File: src/rtl/b2bd_pkg.sv
// Shared types and constants for the b2bd_seq double-dabble converter.
package b2bd_pkg;

  localparam int BCD_W = 4;

  typedef enum logic [1:0] {
    IDLE  = 2'd0,
    SHIFT = 2'd1,
    DONE  = 2'd2
  } state_e;

  // Smallest digit count able to hold the largest magnitude the converter can see.
  function automatic int min_digits(input int bin_w, input bit signed_mode);
    logic [127:0] maxv;
    logic [127:0] p;
    int d;
    maxv = signed_mode ? (128'd1 << (bin_w - 1)) : ((128'd1 << bin_w) - 128'd1);
    p = 128'd1;
    d = 0;
    for (int i = 0; i < 38; i++) begin
      if (p <= maxv) begin
        p = p * 128'd10;
        d++;
      end
    end
    return d;
  endfunction

endpackage

File: src/rtl/b2bd_dabble_step.sv
// One double-dabble iteration: add 3 to every BCD digit >= 5, then shift {BCD,bin} left by one.
module b2bd_dabble_step
  import b2bd_pkg::*;
#(
  parameter int BIN_W  = 8,
  parameter int DIGITS = 3
) (
  input  logic [BCD_W*DIGITS+BIN_W-1:0] vec_i,
  output logic [BCD_W*DIGITS+BIN_W-1:0] vec_o
);

  logic [BCD_W*DIGITS-1:0]       adj_bcd;
  logic [BCD_W*DIGITS+BIN_W-1:0] adj_vec;

  for (genvar gi = 0; gi < DIGITS; gi++) begin : g_digit
    logic [BCD_W-1:0] digit;
    assign digit = vec_i[BIN_W + BCD_W*gi +: BCD_W];
    assign adj_bcd[BCD_W*gi +: BCD_W] = (digit >= 4'd5) ? digit + 4'd3 : digit;
  end

  assign adj_vec = {adj_bcd, vec_i[BIN_W-1:0]};
  assign vec_o   = adj_vec << 1;

endmodule

File: src/rtl/b2bd_seq.sv
// Handshaked binary-to-BCD converter, one double-dabble iteration per clock.
// Define B2BD_SIGNED_EN to treat bc as two's complement and report the sign on neg.
module b2bd_seq
  import b2bd_pkg::*;
#(
  parameter int BIN_W  = 8,
  parameter int DIGITS = 3
) (
  input  logic                      clk,
  input  logic                      rst,
  input  logic [BIN_W-1:0]          bc,
  input  logic                      in_valid,
  output logic                      in_ready,
  output logic [BCD_W*DIGITS-1:0]   bdc,
  output logic                      neg,
  output logic                      out_valid,
  input  logic                      out_ready
);

  localparam int BCD_BITS = BCD_W * DIGITS;
  localparam int SR_W     = BCD_BITS + BIN_W;
  localparam int CNT_W    = $clog2(BIN_W + 1);
  localparam logic [CNT_W-1:0] LAST_CNT = CNT_W'(BIN_W - 1);

  logic             sign;
  logic [BIN_W-1:0] mag;

`ifdef B2BD_SIGNED_EN
  localparam bit SIGNED_MODE = 1'b1;
  assign sign = bc[BIN_W-1];
  // Negating the most negative value wraps to 2**(BIN_W-1), which is the correct unsigned magnitude.
  assign mag  = sign ? (~bc + BIN_W'(1)) : bc;
`else
  localparam bit SIGNED_MODE = 1'b0;
  assign sign = 1'b0;
  assign mag  = bc;
`endif

  if (BIN_W < 2) begin : g_bad_width
    $error("b2bd_seq: BIN_W must be at least 2");
  end
  if (DIGITS < min_digits(BIN_W, SIGNED_MODE)) begin : g_bad_digits
    $error("b2bd_seq: DIGITS too small for BIN_W");
  end

  state_e           state_q, state_d;
  logic [SR_W-1:0]  sreg_q, sreg_d;
  logic [CNT_W-1:0] cnt_q, cnt_d;
  logic             neg_q, neg_d;
  logic [SR_W-1:0]  step_vec;

  b2bd_dabble_step #(
    .BIN_W  (BIN_W),
    .DIGITS (DIGITS)
  ) u_step (
    .vec_i (sreg_q),
    .vec_o (step_vec)
  );

  always_ff @(posedge clk) begin
    if (rst) begin
      state_q <= IDLE;
      sreg_q  <= '0;
      cnt_q   <= '0;
      neg_q   <= 1'b0;
    end else begin
      state_q <= state_d;
      sreg_q  <= sreg_d;
      cnt_q   <= cnt_d;
      neg_q   <= neg_d;
    end
  end

  always_comb begin
    state_d = state_q;
    sreg_d  = sreg_q;
    cnt_d   = cnt_q;
    neg_d   = neg_q;
    unique case (state_q)
      IDLE: begin
        if (in_valid) begin
          sreg_d  = {{BCD_BITS{1'b0}}, mag};
          cnt_d   = '0;
          neg_d   = sign;
          state_d = SHIFT;
        end
      end
      SHIFT: begin
        sreg_d = step_vec;
        cnt_d  = cnt_q + CNT_W'(1);
        if (cnt_q == LAST_CNT) state_d = DONE;
      end
      DONE: begin
        if (out_ready) state_d = IDLE;
      end
      default: state_d = IDLE;
    endcase
  end

  always_comb begin
    in_ready  = 1'b0;
    out_valid = 1'b0;
    unique case (state_q)
      IDLE:    in_ready  = 1'b1;
      DONE:    out_valid = 1'b1;
      default: ;
    endcase
  end

  // The BCD half of the shift register is the result once DONE is reached.
  assign bdc = sreg_q[SR_W-1 -: BCD_BITS];
  assign neg = neg_q;

endmodule
File: config.mk
export PLATFORM = sky130hd
export DESIGN_NAME = b2bd_seq
export DESIGN_NICKNAME = d
export VERILOG_FILES = /design/src/rtl/b2bd_pkg.sv /design/src/rtl/b2bd_dabble_step.sv /design/src/rtl/b2bd_seq.sv
export SDC_FILE = /design/constraint.sdc
export NUM_CORES = 1
export LEC_CHECK = 0
export CAP_MARGIN = 20
export CORE_MARGIN = 4
export CORE_UTILIZATION = 40
export DETAILED_ROUTE_END_ITERATION = 8
export PLACE_DENSITY = 0.75
export SLEW_MARGIN = 20
export SYNTH_ARGS = -nofsm -noshare
export SYNTH_HDL_FRONTEND = slang
export SYNTH_HIERARCHICAL = 1
export SYNTH_SLANG_ARGS = --single-unit
File: constraint.sdc
create_clock -name clk -period 1.29 [get_ports clk]
set_input_delay 0.258 -clock clk [delete_from_list [all_inputs] [get_ports clk]]
set_output_delay 0.258 -clock clk [all_outputs]
set_load 0.02 [all_outputs]
After elaboration in Yosys (flattened, before gate mapping)
Cells that the tools add are included.
- register bits after elaboration: 26
- input bits: 12
- output and inout bits: 15
- word-level logic and storage cells: 33
- $add $sub $neg: 4
- order comparisons: 3
- eq/ne operators: 6
- muxes and demuxes: 13
- reduce and logical (&&, ||, !) cells: 4
- operators by type and width (cell ; count):
    $pmux W20 S2 ; 1
    $mux W20 ; 1
    $ge A4 B3 Y1 const B ; 3
    $mux W4 ; 3
    $add A4 B2 Y4 const B ; 2
    $pmux W4 S2 ; 1
    $mux W2 ; 3
    $ne A2 B2 Y1 const B ; 3
    $pmux W2 S3 ; 1
    $add A4 B1 Y4 const B ; 1
    $eq A4 B3 Y1 const B ; 1
    $add A3 B2 Y3 const B ; 1
    $mux W3 ; 1
    $reduce_and A3 Y1 ; 1
    $eq A2 B1 Y1 const B ; 1
    $eq A2 B2 Y1 const B ; 1
    $logic_not A2 Y1 ; 1
    $mux W1 ; 2
    $reduce_and A2 Y1 ; 1
    $reduce_bool A2 Y1 ; 1

Depth between registers and ports, before layout
Gate-level depths: netlist (run 1).
- depth after elaboration: 3
- depth in mapped cells: 7
- mapped depth without buffers: 7

Cells and area by module
Netlist (run 1), hierarchy kept.
- modules (own cells, without submodules) (module ; instances ; cells each ; area each (um^2) ; sequential area each (um^2)):
    b2bd_seq ; 1 ; 132 ; 1151.1 ; 520.5
    b2bd_dabble_step ; 1 ; 54 ; 355.3 ; 0.0

Worst setup path after synthesis (run 1)
Ideal clock, no wire load.
- path type: reg2reg
- start: register sreg_q[9]
- end: register sreg_q[10]
- setup time: 0.128 ns
- arrival: 1.179 ns
- data required time: 1.162 ns
- path slack: -0.017 ns
- cell stages (with the launch flop): 8
- buffers on the path: 0
- clock period less this slack: 1.307 ns
- cells stage by stage: dfxtp_1 > inv_1 > ha_1 > nand2b_1 > a21oi_2 > mux2i_1 > a22oi_1 > nor2_1
- cells in the longest elaborated chain, start to end: 3
- elaborated cells on any way between the ends: 4
- those cells by class: add/sub (1); order compare (1); mux (2)
- ends and longest elaborated chain (what ; line ; text):
    start, declared ; b2bd_seq.sv:47 ; logic [SR_W-1:0] sreg_q, sreg_d;
    start signal, assigned ; b2bd_seq.sv:68 ; sreg_q <= sreg_d;
    $add A4 B2 Y4 or $ge A4 B3 Y1 (tied branches) ; b2bd_dabble_step.sv:18 ; assign adj_bcd[BCD_W*gi +: BCD_W] = (digit >= 4'd5) ? digit + 4'd3 : digit;
    $mux W4 (*) ; b2bd_dabble_step.sv:18 ;
    named net step_vec[10] ; b2bd_seq.sv:50 ; logic [SR_W-1:0] step_vec;
    $pmux W20 S2 (*) ; b2bd_seq.sv:79 ; unique case (state_q)
The timed path passes the listed nets; every way through them passes the cells marked *.
A chain may end at the register's enable or synchronous reset.

Worst setup path after layout (run 1)
- start: register sreg_q[8]
- end: register sreg_q[10]
Same word-level chain as after synthesis.

==> results of run 1 <==
-- logic make-up (layout without fill, tap and decap cells) --
family | Yosys count | after routing | synth area share
other | 2 | 2 | 0.00499
XOR/XNOR | 3 | 3 | 0.0174
flip-flops | 26 | 26 | 0.346
multiplexers | 5 | 5 | 0.0332
buffers and inverters | 38 | 62 | 0.159
AO/OA/AOI/OAI | 39 | 39 | 0.178
adder cells (fa/ha/maj) | 7 | 7 | 0.0581
AND/OR/NAND/NOR | 66 | 66 | 0.204
-- area by class of cell --
class	instances	share of cell area
clock buffer	3	0.0200
clock inverter	1	0.0145
inverter	6	0.0133
multi-input combinational	122	0.426
sequential	26	0.260
tap	48	0.0291
timing repair buffer	52	0.237
-- worst max-delay path by stage --
stage	startpoint	endpoint	slack, ns	cells past startpoint
3_5_place_dp	in_valid	sreg_q[7]$_SDFFE_PP0P_	-0.30	4
3_3_place_gp	in_valid	sreg_q[7]$_SDFFE_PP0P_	-0.25	4
2_1_floorplan	sreg_q[17]$_SDFFE_PP0P_	sreg_q[18]$_SDFFE_PP0P_	0.02	7
6_report	sreg_q[8]$_SDFFE_PP0P_	sreg_q[10]$_SDFFE_PP0P_	-0.05	7
5_1_grt	sreg_q[9]$_SDFFE_PP0P_	sreg_q[10]$_SDFFE_PP0P_	-0.10	7
4_1_cts	sreg_q[13]$_SDFFE_PP0P_	sreg_q[14]$_SDFFE_PP0P_	-0.04	7
-- worst min-delay path: stages (launching register included) --
cell	delay [ns]
dfxtp_1	0.32
nor2_1	0.10
nor3_1	0.05
-- power groups by stage --
stage | logic [uW] | registers (uW) | clock network (uW)
global route | 272 | 852 | 730
finish | 247 | 848 | 684
CTS | 226 | 851 | 694
detailed placement | 217 | 869 | 0
floorplan | 161 | 864 | 0
global placement | 213 | 868 | 0
-- synth_stat cells (all sizes together) --
cell	number	area, um^2
or3b	2	17.5
or4b	1	10.0
o21ba	1	10.0
o21bai	1	7.51
inv	6	22.5
o21ai	4	20.0
and2b	1	7.51
nor2b	1	6.26
nor3	4	20.0
nor2	28	105
dfxtp	26	521
conb	2	7.51
a21oi	12	71.3
clkbuf	4	16.3
and4b	1	10.0
or2b	3	22.5
buf	28	200
nand3	2	10.0
mux2i	5	50.1
o211a	1	10.0
xnor2	3	26.3
nand2	18	67.6
nand2b	5	31.3
a211oi	6	45.0
ha	7	87.6
a31oi	1	6.26
a22oi	13	97.6
-- through the flow --
| stage | hold WS [ns] | setup slack, ns |
|---|---|---|
| global placement | 0.487 | -0.250 |
| finish | 0.508 | -0.0452 |
| detailed placement | 0.489 | -0.300 |
| CTS | 0.507 | -0.0430 |
| global route | 0.546 | -0.100 |
| floorplan | 0.399 | 0.0216 |
-- flip-flops by register name (all words and copies together), names as in the netlist --
signal	flops
sreg_q	20
cnt_q	4
state_q	2
-- timing repair --
item | 4_1_cts | 5_1_grt
gates cloned | 0 | 1
setup buffers | 2 | 2
pin swaps | 7 | 11
endpoints found under the setup margin | 27 | 24
gates resized for setup | 48 | 30
-- placed cells by master (no fill, tap or decap), drive strengths merged, types with 3 or more instances in the layout --
cell           instances
a211oi                 6
a21oi                 12
a22oi                 13
buf                   30
clkbuf                 7
clkdlybuf4s50         10
dfxtp                 26
dlygate4sd2            6
ha                     7
inv                    6
mux2i                  5
nand2                 18
nand2b                 5
nor2                  28
nor3                   4
o21ai                  4
or2b                   3
xnor2                  3
-- layer usage --
metal	vias to the layer above	global-route usage	wire length (um)
li1	657	-	-
met3	4	0.0217	81
met1	584	0.161	1470
met4	0	0.0521	31
met2	16	0.226	1590
met5	-	0	0
==> flow_metrics.py, run 1 <==
metrics = {
    "power_and_ir_drop": {
        "seqPwrFrac": 0.477,
        "comb_power_share": 0.139,
        "irDropWorstVdd_v": 0.000428,
        "power_switching_uw": 405,
        "power.leakage_uw": 0.000905,
        "pwr-share-clk": 0.385,
        "swShare": 0.228,
        "p_int_uw": 1370,
        "power_density_nw_per_um2": 860,
        "total_power_uw": 1780,
    },
    "worst_setup_path": {
        "cp_top_family": "flip-flops",
        "reg2regPathDepth": 7,
        "r2r_start": "sreg_q[8]$_SDFFE_PP0P_",
        "critPathKind": "register to register",
        "slowest_stage": "dfxtp_4",
        "r2r_slack_ns": -0.05,
        "max_stage_delay_ns": 0.36,
        "crit_chain": "inv_1 -> ha_2 -> nand2b_4 -> a21oi_4 -> mux2i_1 -> a22oi_1 -> nor2_1",
        "worstPathArrival_ns": 1.55,
        "crit_required_ns": 1.51,
        "crit_fanout": 4,
        "r2r_end": "sreg_q[10]$_SDFFE_PP0P_",
        "path_buf_inv": 1,
        "worstSetupStartpointType": "register",
        "crit_path_end_kind": "register",
    },
    "sta": {
        "setup_violations": 2,
        "rsz0062_at_grt": "yes",
        "setup_tns_ns": -0.0589,
        "skew_ns": 0.00255,
        "final_hold_viol_count": 0,
        "max_freq_mhz": 749,
        "finalCritPeriodShare": 1.04,
        "setup_slack_ns": -0.0452,
        "slew_viol_final": 0,
        "min_period_ns": 1.34,
    },
    "die": {
        "die_h_um": 69.4,
        "row_count": 22,
        "io_pins": 27,
        "fp.dieW_um": 69.4,
        "core_um2": 3660,
        "fp.dieArea_um2": 4810,
        "start_util": 0.411,
    },
    "cts": {
        "root_buffer": "clkbuf_8",
        "worstSkewPairLatency_ns": 0.27,
        "clkSlewWorstSetupHoldPaths_ns": 0.09,
        "ctsLongestPathBuffers": 2,
        "cts.htree.levels": 1,
        "cts.sinks": 26,
        "cts_buffers": 3,
        "cts_tree": "done",
        "ctsHoldBuffers": 0,
    },
    "grt": {
        "grt_usage": 0.131,
        "grt_pass1_wl_um": 5310,
        "grt_pass1_vias": 1222,
        "grt_overflow": 0,
        "antenna_found_initial": 0,
        "grt_max_degree": 27,
    },
    "detailed_routing": {
        "ant_nets": 0,
        "remaining_drc_errors": 0,
        "avgViaCountPerCell": 4.89,
        "dr.first_iter.drc_count": 83,
        "num_vias": 1261,
        "routed_wl_um": 3170,
        "post_drt_wl_per_cell_um": 12.3,
        "first_pass_iters": 4,
    },
    "cells_and_area": {
        "drive_above_1_share": 0.333,
        "fill_cells": 318,
        "seq_area_um2": 538,
        "fin_nets": 230,
        "multi_input_area_um2": 881,
        "fin_cells": 258,
        "n_antenna_cell": 0,
        "final_area_um2": 2070,
        "post-route-util": 0.565,
        "synthToLayoutAreaGrowth_pct": 37.2,
    },
    "worst_hold_path": {
        "hold-path-endpoint": "sreg_q[3]$_SDFFE_PP0P_",
        "worst_hold_path_type": "register to register",
        "whs_path_depth": 2,
        "min-delay-start": "sreg_q[3]$_SDFFE_PP0P_",
    },
    "synth": {
        "synth_fp_nets": 205,
        "synth.avg_cell_area_um2": 8.10,
        "syn_area_um2": 1510,
        "ys_seq_elements": 26,
        "yosys.cell_types.count": 31,
        "yosys_warnings": 6,
        "ys_seq_area_frac": 0.346,
        "syn_inst": 186,
    },
    "place": {
        "numPlacedInstances": 249,
        "port_buffers": 25,
        "dp_hpwl_um": 2020,
        "place_area_um2": 1810,
        "place_congestion": 0.755,
    },
    "run": {
        "drv_cap": 0,
    },
    "status": {
        "violations": "setup timing",
        "outcome": "finished, violations left",
    },
}
Power figures use the tool's default switching activity.
==> run 2: changes to the inputs <==
- PLACE_DENSITY: 0.75 -> 0.73
- clock period: 1.29 -> 1.65 ns (I/O delays scaled with it)
==> flow_metrics.py, run 2 (synthesis results as in run 1) <==
metrics = {
    "die": {
        "fp.dieArea_um2": 4810,
        "start_util": 0.411,
        "fp.dieW_um": 69.4,
        "die_h_um": 69.4,
        "core_um2": 3660,
        "row_count": 22,
        "io_pins": 27,
    },
    "place": {
        "dp_slack_ns": 0.0170,
        "port_buffers": 25,
        "dp_hpwl_um": 1880,
        "place_congestion": 0.695,
    },
    "worst_setup_path": {
        "cp_top_family": "buffers and inverters",
        "worstPathArrival_ns": 1.27,
        "crit_path_end_kind": "output pin",
        "crit_fanout": 4,
        "slowest_stage": "clkdlybuf4s50_1",
        "worstSetupStartpointType": "register",
        "critPathKind": "register to output pin",
        "max_stage_delay_ns": 0.62,
        "crit_chain": "clkdlybuf4s50_1",
        "crit_cells": 1,
        "crit_required_ns": 1.32,
        "reg2regPathDepth": 7,
        "path_buf_inv": 1,
    },
    "cells_and_area": {
        "most-common-layout-cells": "nor2_1 (28), dfxtp_1 (26), nand2_1 (18)",
        "n_antenna_cell": 0,
        "drive_above_1_share": 0.0847,
        "synthToLayoutAreaGrowth_pct": 14.3,
        "top_register": "sreg_q",
        "fin_nets": 209,
        "top_regs": "sreg_q: 20 flops, cnt_q: 4 flops, state_q: 2 flops",
        "largest_reg_flops": 20,
        "final_common_cell": "nor2_1",
    },
    "sta": {
        "slew_viol_final": 0,
        "skew_ns": 0.00138,
        "setup_violations": 0,
        "final_hold_viol_count": 0,
        "setup_tns_ns": 0,
        "rsz0062_at_grt": "no",
        "setup_slack_ns": 0.0458,
        "finalCritPeriodShare": 0.972,
        "min_period_ns": 1.60,
        "max_freq_mhz": 623,
    },
    "grt": {
        "grt_max_degree": 27,
        "grt_overflow": 0,
        "antenna_found_initial": 0,
        "grt_pass1_vias": 1060,
        "grt_pass1_wl_um": 4660,
        "grt_usage": 0.117,
    },
    "detailed_routing": {
        "routed_wl_um": 2670,
        "first_pass_iters": 4,
        "dr.first_iter.drc_count": 81,
        "avgViaCountPerCell": 4.88,
        "ant_nets": 0,
        "num_vias": 1156,
        "remaining_drc_errors": 0,
        "post_drt_wl_per_cell_um": 11.2,
    },
    "cts": {
        "cts.htree.levels": 1,
        "worstSkewPairLatency_ns": 0.26,
        "cts_buffers": 3,
        "cts_setup_buffers": 0,
        "cts_tree": "done",
        "cts.sinks": 26,
        "clkSlewWorstSetupHoldPaths_ns": 0.09,
        "ctsLongestPathBuffers": 2,
        "root_buffer": "clkbuf_8",
    },
    "worst_hold_path": {
        "worst_hold_path_type": "register to register",
        "whs_path_depth": 2,
    },
    "power_and_ir_drop": {
        "comb_power_share": 0.130,
        "power_switching_uw": 286,
        "total_power_uw": 1230,
        "power_density_nw_per_um2": 713,
        "seqPwrFrac": 0.541,
        "irDropWorstVdd_v": 0.000268,
        "pwr-share-clk": 0.330,
        "p_int_uw": 942,
        "swShare": 0.233,
        "power.leakage_uw": 0.000782,
    },
    "run": {
        "drv_cap": 0,
    },
    "status": {
        "outcome": "finished clean",
    },
}
-- run 2: cell types whose count changed in the layout (fill, tap and decap cells not counted), moves of 4 or more --
cell and change:
dfxtp_1 +10, buf_4 -15, dfxtp_2 -8, ha_1 +6, buf_6 -5, ha_4 -4
-- run 2: repair_timing --
item	in CTS	in global routing
gates resized for setup	9	3
endpoints found under the setup margin	9	3
hold buffers	0	0
gates cloned	0	0
-- run 2: worst register-to-register path: stages, from the launching register on --
cell	delay, ns
dfxtp_1	0.39
inv_1	0.09
ha_1	0.17
nand2b_1	0.16
a21oi_2	0.20
mux2i_1	0.20
a22oi_1	0.08
nor2_1	0.08
-- run 2: layer usage --
| metal | GRT usage | wire [um] | vias up |
|---|---|---|---|
| met5 | 0 | 0 | - |
| met4 | 0.0521 | 39 | 0 |
| met3 | 0.0333 | 122 | 2 |
| met2 | 0.177 | 1240 | 19 |
| met1 | 0.153 | 1260 | 525 |
| li1 | - | - | 610 |
-- run 2: final cells by class --
class	instances	area, um^2
fillers	356	1940
clock buffers	4	55.1
well taps	48	60.1
repair buffers	31	317
multi-input cells	122	747
flip-flops and latches	26	520
inverters	6	22.5
-- run 2: worst paths after layout --
kind                             endpoint              startpoint  slack, ns
hold / removal     sreg_q[3]$_SDFFE_PP0P_  sreg_q[3]$_SDFFE_PP0P_       0.50
setup reg to reg  sreg_q[10]$_SDFFE_PP0P_  sreg_q[9]$_SDFFE_PP0P_       0.21
setup / recovery                   bdc[1]  sreg_q[9]$_SDFFE_PP0P_       0.05
hold reg to reg    sreg_q[3]$_SDFFE_PP0P_  sreg_q[3]$_SDFFE_PP0P_       0.50
-- run 2: power groups by stage --
stage               combinational (uW)  clock, uW  sequential [uW]
floorplan                          126          0              676
global placement                   160          0              678
detailed placement                 162          0              678
CTS                                162        416              664
global route                       177        439              667
finish                             159        405              664
-- run 2: per-stage QoR --
| step | area, um^2 | hold WS (ns) | util | std cells |
|---|---|---|---|---|
| global placement | 1670 | 0.487 | 0.456 | 233 |
| finish | 1720 | 0.503 | 0.470 | 237 |
| detailed placement | 1670 | 0.485 | 0.456 | 233 |
| CTS | 1710 | 0.501 | 0.468 | 237 |
| global route | 1720 | 0.522 | 0.470 | 237 |
| floorplan | 1510 | 0.469 | - | 186 |
